==> config.mk <==
export PLATFORM = sky130hd
export DESIGN_NAME = tick_core
export DESIGN_NICKNAME = d
export VERILOG_FILES = /design/src/rtl/tick_core.sv
export SDC_FILE = /design/constraint.sdc
export NUM_CORES = 1
export LEC_CHECK = 0
export ABC_AREA = 1
export CAP_MARGIN = 25
export CORE_MARGIN = 2
export CORE_UTILIZATION = 50
export DETAILED_ROUTE_END_ITERATION = 10
export MAX_ROUTING_LAYER = met4
export PLACE_DENSITY = 0.72
export SKIP_LAST_GASP = 1
export SYNTH_ARGS = -nofsm -noshare
export SYNTH_HDL_FRONTEND = slang
export SYNTH_SLANG_ARGS = --single-unit
==> constraint.sdc <==
create_clock -name clk -period 24.5 [get_ports clk]
set_clock_uncertainty 0.05 [all_clocks]
set_input_delay 7.35 -clock clk [delete_from_list [all_inputs] [get_ports clk]]
set_output_delay 7.35 -clock clk [all_outputs]
set_load 0.01 [all_outputs]
==> src/rtl/tick_core.sv <==
// Multi-cycle 16-bit-instruction core: WAIT/FETCH/EXEC/WB sequencing paced by an
// internal tick divider, with an 8-entry register file, ALU, branches, HALT and OUT strobe.
module tick_core #(
  parameter int unsigned DATA_W   = 16,
  parameter int unsigned ADDR_W   = 3,
  parameter int unsigned TICK_DIV = 50000000
) (
  input  logic              clk,
  input  logic              rst,
  input  logic [15:0]       instruction,
  output logic [ADDR_W-1:0] address,
  output logic [DATA_W-1:0] result,
  output logic              result_valid,
  output logic              halted
);

  localparam int unsigned CNT_W = (TICK_DIV > 1) ? $clog2(TICK_DIV) : 1;

  typedef enum logic [2:0] {S_WAIT, S_FETCH, S_EXEC, S_WB, S_HALT} state_t;
  typedef enum logic [3:0] {
    OP_NOP  = 4'h0, OP_LDI = 4'h1, OP_ADD = 4'h2, OP_SUB  = 4'h3,
    OP_AND  = 4'h4, OP_OR  = 4'h5, OP_XOR = 4'h6, OP_BEQZ = 4'h7,
    OP_JMP  = 4'h8, OP_HALT = 4'hE, OP_OUT = 4'hF
  } op_t;

  state_t              state_q, state_d;
  logic [CNT_W-1:0]    cnt_q, cnt_d;
  logic [ADDR_W-1:0]   addr_q, addr_d;
  logic [DATA_W-1:0]   result_q, result_d;
  logic                valid_q, valid_d;
  logic                halted_q, halted_d;
  logic [15:0]         ir_q, ir_d;
  logic [DATA_W-1:0]   alu_q, alu_d;
  logic                take_q, take_d;
  logic [DATA_W-1:0]   regs_q [8];
  logic                we;

  op_t               op;
  logic [2:0]        ra, rb;
  logic [7:0]        imm8;
  logic [DATA_W-1:0] opa, opb;

  assign op   = op_t'(ir_q[15:12]);
  assign ra   = ir_q[11:9];
  assign rb   = ir_q[8:6];
  assign imm8 = ir_q[7:0];
  assign opa  = regs_q[ra];
  assign opb  = regs_q[rb];

  always_comb begin
    state_d  = state_q;
    cnt_d    = cnt_q;
    addr_d   = addr_q;
    result_d = result_q;
    valid_d  = 1'b0;
    halted_d = halted_q;
    ir_d     = ir_q;
    alu_d    = alu_q;
    take_d   = take_q;
    we       = 1'b0;
    case (state_q)
      S_WAIT: begin
        if (cnt_q == CNT_W'(TICK_DIV - 1)) begin
          cnt_d   = '0;
          state_d = S_FETCH;
        end else begin
          cnt_d = cnt_q + CNT_W'(1);
        end
      end
      S_FETCH: begin
        ir_d    = instruction;
        state_d = S_EXEC;
      end
      S_EXEC: begin
        case (op)
          OP_LDI:  alu_d = DATA_W'(imm8);
          OP_ADD:  alu_d = opa + opb;
          OP_SUB:  alu_d = opa - opb;
          OP_AND:  alu_d = opa & opb;
          OP_OR:   alu_d = opa | opb;
          OP_XOR:  alu_d = opa ^ opb;
          default: alu_d = opa;
        endcase
        take_d = (op == OP_JMP) || ((op == OP_BEQZ) && (opa == '0));
        // OUT is registered on entry to WB so result and strobe line up in the WB cycle
        if (op == OP_OUT) begin
          result_d = opa;
          valid_d  = 1'b1;
        end
        state_d = S_WB;
      end
      S_WB: begin
        we = (op == OP_LDI) || (op == OP_ADD) || (op == OP_SUB) ||
             (op == OP_AND) || (op == OP_OR)  || (op == OP_XOR);
        if (op == OP_HALT) begin
          halted_d = 1'b1;
          state_d  = S_HALT;
        end else begin
          addr_d  = take_q ? ADDR_W'(imm8) : addr_q + ADDR_W'(1);
          state_d = S_WAIT;
        end
      end
      S_HALT: state_d = S_HALT;
      default: state_d = S_WAIT;
    endcase
  end

  always_ff @(posedge clk or posedge rst) begin
    if (rst) begin
      state_q  <= S_WAIT;
      cnt_q    <= '0;
      addr_q   <= '0;
      result_q <= '0;
      valid_q  <= 1'b0;
      halted_q <= 1'b0;
      ir_q     <= '0;
      alu_q    <= '0;
      take_q   <= 1'b0;
    end else begin
      state_q  <= state_d;
      cnt_q    <= cnt_d;
      addr_q   <= addr_d;
      result_q <= result_d;
      valid_q  <= valid_d;
      halted_q <= halted_d;
      ir_q     <= ir_d;
      alu_q    <= alu_d;
      take_q   <= take_d;
    end
  end

  always_ff @(posedge clk or posedge rst) begin
    if (rst) begin
      for (int unsigned i = 0; i < 8; i++) regs_q[i] <= '0;
    end else if (we) begin
      regs_q[ra] <= alu_q;
    end
  end

  assign address      = addr_q;
  assign result       = result_q;
  assign result_valid = valid_q;
  assign halted       = halted_q;

endmodule

==> impl_results.md, run 1 <==
* Area Growth Syn to Fin at 10.6%
* Deepest clock path buffer count at 3
* Tot GR Track Use at 27.8%
* Drt wl/cell at 17.7 um
* Gate Count Post-Synth at 1768
* Crit path DAT at 9520 ps
* Vias per cell at 5.64
* Detailed-route via count at 12000
* Metal3 WL at 2770 um
* First drt pass iteration count at 5
* Worst skew pair latency at 520 ps
* Critical Path RT at 25140 ps
* Global route overflow at 0
* Leading area contributor after synthesis: dfrtp_1
* Syn Std Cell Area at 13100 um^2
* Max-cap violations at 0
* CTS Root Cell: clkbuf_16
* Setup_tns at 0 ps
* Initial DRC count at 1280
* Largest cells by area after synthesis: dfrtp_1 (40%), nand2_1 (14%), o21ai_0 (7.8%)
* Starting density of the core at 50.6%
* Vias in the first global route at 11300
* Post-synth top cells: nand2_1 (500), inv_1 (214), dfrtp_1 (211)
* CP Capture Type: async pin
* Hold Buf Count CTS at 0
* H-tree depth at 1
* Fraction of registers with async set/reset at 100%
* Met2 wire len at 17200 um
* # rows at 59
* DPL Wire Length at 24600 um
* Worst Hold Class: flop to flop
* DRC violations left at 0
* Worst-Margin Slew at 987 ps
* Die Wd at 166 um
* Fillers at 2337
* # placed instances at 2076
* Maximum clock rate at 113 MHz
* Finish-stage setup viols at 0
* Placer Congestion at 0.985
* Diode count at 0
* Clock Pin Slew Worst Setup and Hold Paths at 60 ps
* Setup repair bufs after CTS at 0
* Register area at 5280 um^2
* Ports at 39
* Final Critical Period at 8880 ps
* Cell variety after synth at 53
* Status: finished, final reports clean
* Final WL at 37500 um
* Most common cell in the synthesized netlist: nand2_1
* Multi-input gate area at 6510 um^2
* Antenna Nets Post-Route at 0
* Fraction of layout cells with a size suffix above 1 at 7.11%
* Top Layer Used: met4
* Port bufs at 38
* Period utilization at 36.3%
* Die Ht at 166 um
* Slew Limit Fails at 0
* Final std cells w/o fill at 2121
* Kind of critical path: primary input to async pin
* Worst VDD drop at 51.0 uV
* # nets final at 1839
* Crit Path Max Fanout at 134
* Startpoint Class: primary input
* PwrDens at 57.2 nW/um^2
* RSZ-0062 raised after global routing: no
* Die ar. at 27500 um^2
* Wire length on met1 at 15900 um
* Ys Warns at 0
* #FFs+latches synth at 211
* First-pass GRT wire length at 60300 um
* Mapped Nets at 1839
* Initial antenna violation count at 0
* Core Region at 25800 um^2
* Top-area cell type share of the netlist area at 40.4%
* Largest net degree at the start of global routing at 135
* Final Hold Viols at 0
* Dominant synthesized flop cell: dfrtp_1
* CTS Sinks at 211
* Resized Gates After CTS at 0
* Sequential share of the synthesized area at 40.4%
* Relative slew slack at 33.8%
* CTS tree: yes
* Mean Syn Cell Area at 7.40 um^2
* Number of flops mapped to enable cells by yosys at 0
* Lkg Pwr at 6.76 nW
* CTS buffer count at 24
-- flip-flops by register name, indices dropped and copies added, names as in the netlist --
register      cells
address           3
alu_q            16
cnt_q            26
halted            1
ir_q             16
regs_q          128
result           16
result_valid      1
state_q           3
take_q            1
-- power by group --
part / internal (mW) / switching (mW)
clock network: 0.221 / 0.144
logic: 0.0334 / 0.0776
registers: 0.350 / 0.00186
-- final timing paths --
check,startpoint,to,slack [ps],cells after the start
min reg2reg,halted$_DFFE_PP0P_,halted$_DFFE_PP0P_,420,2
max in group clk,address[0]$_DFFE_PP0P_,address[0],15640,1
max,rst,ir_q[9]$_DFFE_PP0P_,15620,4
min,halted$_DFFE_PP0P_,halted$_DFFE_PP0P_,420,2
max reg2reg,ir_q[6]$_DFFE_PP0P_,alu_q[9]$_DFFE_PP0P_,19710,21
min in group asynchronous,rst,ir_q[6]$_DFFE_PP0P_,7330,2
-- final cells by class --
class                           instances  share of cell area [%]
Inverter                              226                    5.95
Timing Repair Buffer                   57                    3.98
Multi-Input combinational cell       1248                    45.0
Clock buffer                           38                    5.22
Clock inverter                          6                   0.398
Sequential cell                       211                    36.5
Tap cell                              335                    2.90
-- critical path, stage by stage --
cell	delay, ps
clkdlybuf4s50_1	490
inv_8	610
buf_4	590
buf_12	300
-- metrics by stage --
step | cell area (um^2) | utilization [%] | hold WS, ps | power [mW] | setup slack (ps)
floorplan | 13100 | - | 399 | 0.438 | 11330
global placement | 13600 | 52.5 | 404 | 0.465 | 14750
detailed placement | 13600 | 52.7 | 407 | 0.466 | 14740
CTS | 14400 | 55.9 | 422 | 0.830 | 15290
global route | 14500 | 56.0 | 454 | 0.860 | 15370
finish | 14500 | 56.0 | 419 | 0.827 | 15620
-- cell usage in the layout, fill, tap and decap left out, types with 6 or more instances in the layout --
cell             instances
inv_2                   11
o211ai_1                56
clkdlybuf4s50_1         38
inv_1                  213
buf_4                   16
nand3_2                  6
nor2_1                  89
o21ai_1                 19
a21oi_1                 70
a221oi_1                 8
clkbuf_8                 8
nand4_1                 23
o21ai_0                205
xor2_1                  22
nor3_1                  15
ha_1                    52
dfrtp_1                209
nor4_1                   6
nand3_1                 98
nand2_2                 11
clkbuf_16               25
nand2_1                500
nor2_2                  10
-- layer usage --
layer,global-route usage (%),vias to the layer above
met5,-,-
met3,3.89,101
met1,36.5,5649
met4,11.3,0
li1,-,5781
met2,43.7,439
-- cells by family (layout without fill, tap and decap cells) --
kind of cell	count (synthesis)	count (layout)	share of synthesized area, %
and+or+nand+nor	779	779	25.8
AOI/OAI and AO/OA	389	389	16.9
buffers and inverters	309	327	9.88
DFF	211	211	40.4
adders and majority gates	53	53	5.13
xor gates and xnor gates	23	23	1.54
muxes	4	4	0.344
Power figures use the tool's default switching activity.
==> inputs of run 2 (changes only) <==
==> constraint.sdc (replaced) <==
create_clock -name clk -period 8.9 [get_ports clk]
set_clock_uncertainty 0.05 [all_clocks]
set_input_delay 2.67 -clock clk [delete_from_list [all_inputs] [get_ports clk]]
set_output_delay 2.67 -clock clk [all_outputs]
set_load 0.01 [all_outputs]
==> impl_results.md, run 2 (synthesis gave the netlist of run 1 again) <==
* Status: finished, final reports clean
* Final std cells w/o fill at 2121 (unchanged)
* Lkg Pwr at 6.76 nW (about the same)
* Most flops, register: regs_q
* Critical Path RT at 9260 ps (-15880 ps)
* Deepest clock path buffer count at 3 (unchanged)
* Hold Buf Count CTS at 0 (unchanged)
* Final Critical Period at 4600 ps
* Most common library cell in the layout ignoring fill and taps: nand2_1
* Die Wd at 166 um (unchanged)
* CTS Root Cell: clkbuf_16
* Commonest cells after routing, fill and taps aside: nand2_1 (500), inv_1 (213), dfrtp_1 (209)
* CP top delay family: simple AND/OR/NAND/NOR gates
* Multi-input gate area at 6510 um^2 (unchanged)
* Worst Setup SP: ir_q[6]$_DFFE_PP0P_
* Die ar. at 27500 um^2 (unchanged)
* Buf/Inv on CP at 3 (-1)
* Initial antenna violation count at 0 (unchanged)
* Drt wl/cell at 17.2 um (-2.6%)
* Port bufs at 38 (unchanged)
* Antenna Nets Post-Route at 0 (unchanged)
* Setup_tns at 0 ps (unchanged)
* Slew Limit Fails at 0 (unchanged)
* Resized Gates After CTS at 0 (unchanged)
* Tot GR Track Use at 27.3% (-0.52 points)
* PwrDens at 160 nW/um^2 (+180%)
* Startpoint Class: flop
* Final WL at 36500 um (-2.6%)
* Setup repair bufs after CTS at 0 (unchanged)
* First drt pass iteration count at 5 (unchanged)
* Starting density of the core at 50.6% (unchanged)
* Crit path DAT at 4960 ps (-4560 ps)
* CTS tree: yes
* Clock Pin Slew Worst Setup and Hold Paths at 60 ps (about the same)
* First-pass GRT wire length at 59500 um (-1.3%)
* Max incr delay on CP at 650 ps (+40 ps)
* Overall power at 2.32 mW (+180%)
* # rows at 59 (unchanged)
* H-tree depth at 1 (unchanged)
* Area Growth Syn to Fin at 10.6% (about the same)
* Core Region at 25800 um^2 (unchanged)
* Worst-Margin Slew at 1020 ps (+34.7 ps)
* Die Ht at 166 um (unchanged)
* Worst Hold Class: flop to flop
* Crit Path Max Fanout at 69 (-49%)
* Largest net degree at the start of global routing at 142 (+5.2%)
* DPL Wire Length at 24200 um (-1.7%)
* Initial DRC count at 1044 (-18%)
* Largest regs: regs_q: 128 flops, cnt_q: 26 flops
* RSZ-0062 raised after global routing: no
* Kind of critical path: flop to flop
* Reg2Reg Setup Slack at 4300 ps (-15410 ps)
* Diode count at 0 (unchanged)
* Ports at 39 (unchanged)
* Max-cap violations at 0 (unchanged)
* # nets final at 1839 (unchanged)
* CTS Sinks at 211 (unchanged)
* # placed instances at 2074 (-0.096%)
* Worst path cell trace: buf_4 -> inv_6 -> nand2_1 -> nand3_1 -> nand3_1 -> nand2_2 -> ha_1 -> nand3_1 -> nand2_1 -> xor2_1 -> ha_1 -> nand2_1 -> inv_1 -> a21oi_1 -> o21ai_1 -> a21oi_1 -> or2_2 -> nand3_1 -> nand3_1 -> o21ai_0 -> nand2_1
* DRC violations left at 0 (unchanged)
* Register area at 5280 um^2 (unchanged)
* RR Startpoint: ir_q[6]$_DFFE_PP0P_
* Final Hold Viols at 0 (unchanged)
* Placer Congestion at 0.951 (-3.5%)
* Fillers at 2424 (+3.7%)
* Vias per cell at 5.65 (about the same)
* Fraction of layout cells with a size suffix above 1 at 7.05% (-0.056 points)
* Global route overflow at 0 (unchanged)
* Vias in the first global route at 11400 (+1.0%)
* Slowest cell on the critical path: buf_4
* CTS buffer count at 25 (+4.2%)
* Maximum clock rate at 217 MHz
* Period utilization at 51.7%
* Worst VDD drop at 152 uV (+200%)
* CP Capture Type: flop
* Finished Core Util at 56.0% (about the same)
* Detailed-route via count at 12000 (+0.050%)
* Finish-stage setup viols at 0 (unchanged)
* Relative slew slack at 31.7% (-2.0 points)
* Max reg flops at 128 (unchanged)
* Worst skew pair latency at 530 ps (about the same)
* Hold Crit Start: halted$_DFFE_PP0P_
* Most frequent cell on the critical path: nand3_1
==> run 2: cell types whose count changed in the layout (fill, tap and decap cells not counted) <==
cell / before / now
inv_6: 1 / 2
buf_12: 1 / 0
bufinv_16: 1 / 3
clkbuf_8: 8 / 4
clkbuf_1: 5 / 6
clkinv_2: 4 / 5
==> run 2: power by group <==
group / total (mW) / internal (mW) / switching [mW] / leakage [nW]
logic: 0.304 / 0.0924 / 0.211 / 3.45
registers: 0.971 / 0.963 / 0.00739 / 2.90
clock network: 1.04 / 0.636 / 0.407 / 0.411
==> run 2: cell type report <==
| class | count | share of cell area [%] |
|---|---|---|
| Multi-Input combinational cell | 1248 | 45.0 |
| Tap cell | 335 | 2.90 |
| Clock buffer | 35 | 4.86 |
| Timing Repair Buffer | 56 | 3.84 |
| Clock inverter | 10 | 0.908 |
| Inverter | 226 | 5.95 |
| Sequential cell | 211 | 36.5 |
==> run 2: through the flow <==
step | area [um^2] | hold slack [ps] | setup WS (ps)
floorplan | 13100 | 399 | 414
global placement | 13600 | 399 | 3950
detailed placement | 13600 | 401 | 3920
CTS | 14400 | 416 | 4370
global route | 14500 | 454 | 3940
finish | 14500 | 414 | 4300
==> run 2: final timing paths <==
path | endpoint | depth (start not counted)
worst max-delay path | alu_q[9]$_DFFE_PP0P_ | 21
worst max register to register | alu_q[9]$_DFFE_PP0P_ | 21
worst min register to register | halted$_DFFE_PP0P_ | 2
min in group asynchronous | regs_q[66]$_DFFE_PP0P_ | 2
worst min-delay path | halted$_DFFE_PP0P_ | 2
max in group asynchronous | regs_q[116]$_DFFE_PP0P_ | 3
==> run 2: worst min-delay path, cell delays in order (launching register included) <==
cell and delay [ps]:
dfrtp_1 340, inv_1 40, nand2_1 50
==> run 2: per-layer routing <==
layer	vias to the layer above	part of all wire [%]	GRT usage (%)
met4	0	4.5	11.5
met1	5696	43	35.7
met3	96	6.1	3.06
li1	5766	-	-
met5	-	0	-
met2	418	46	43.6
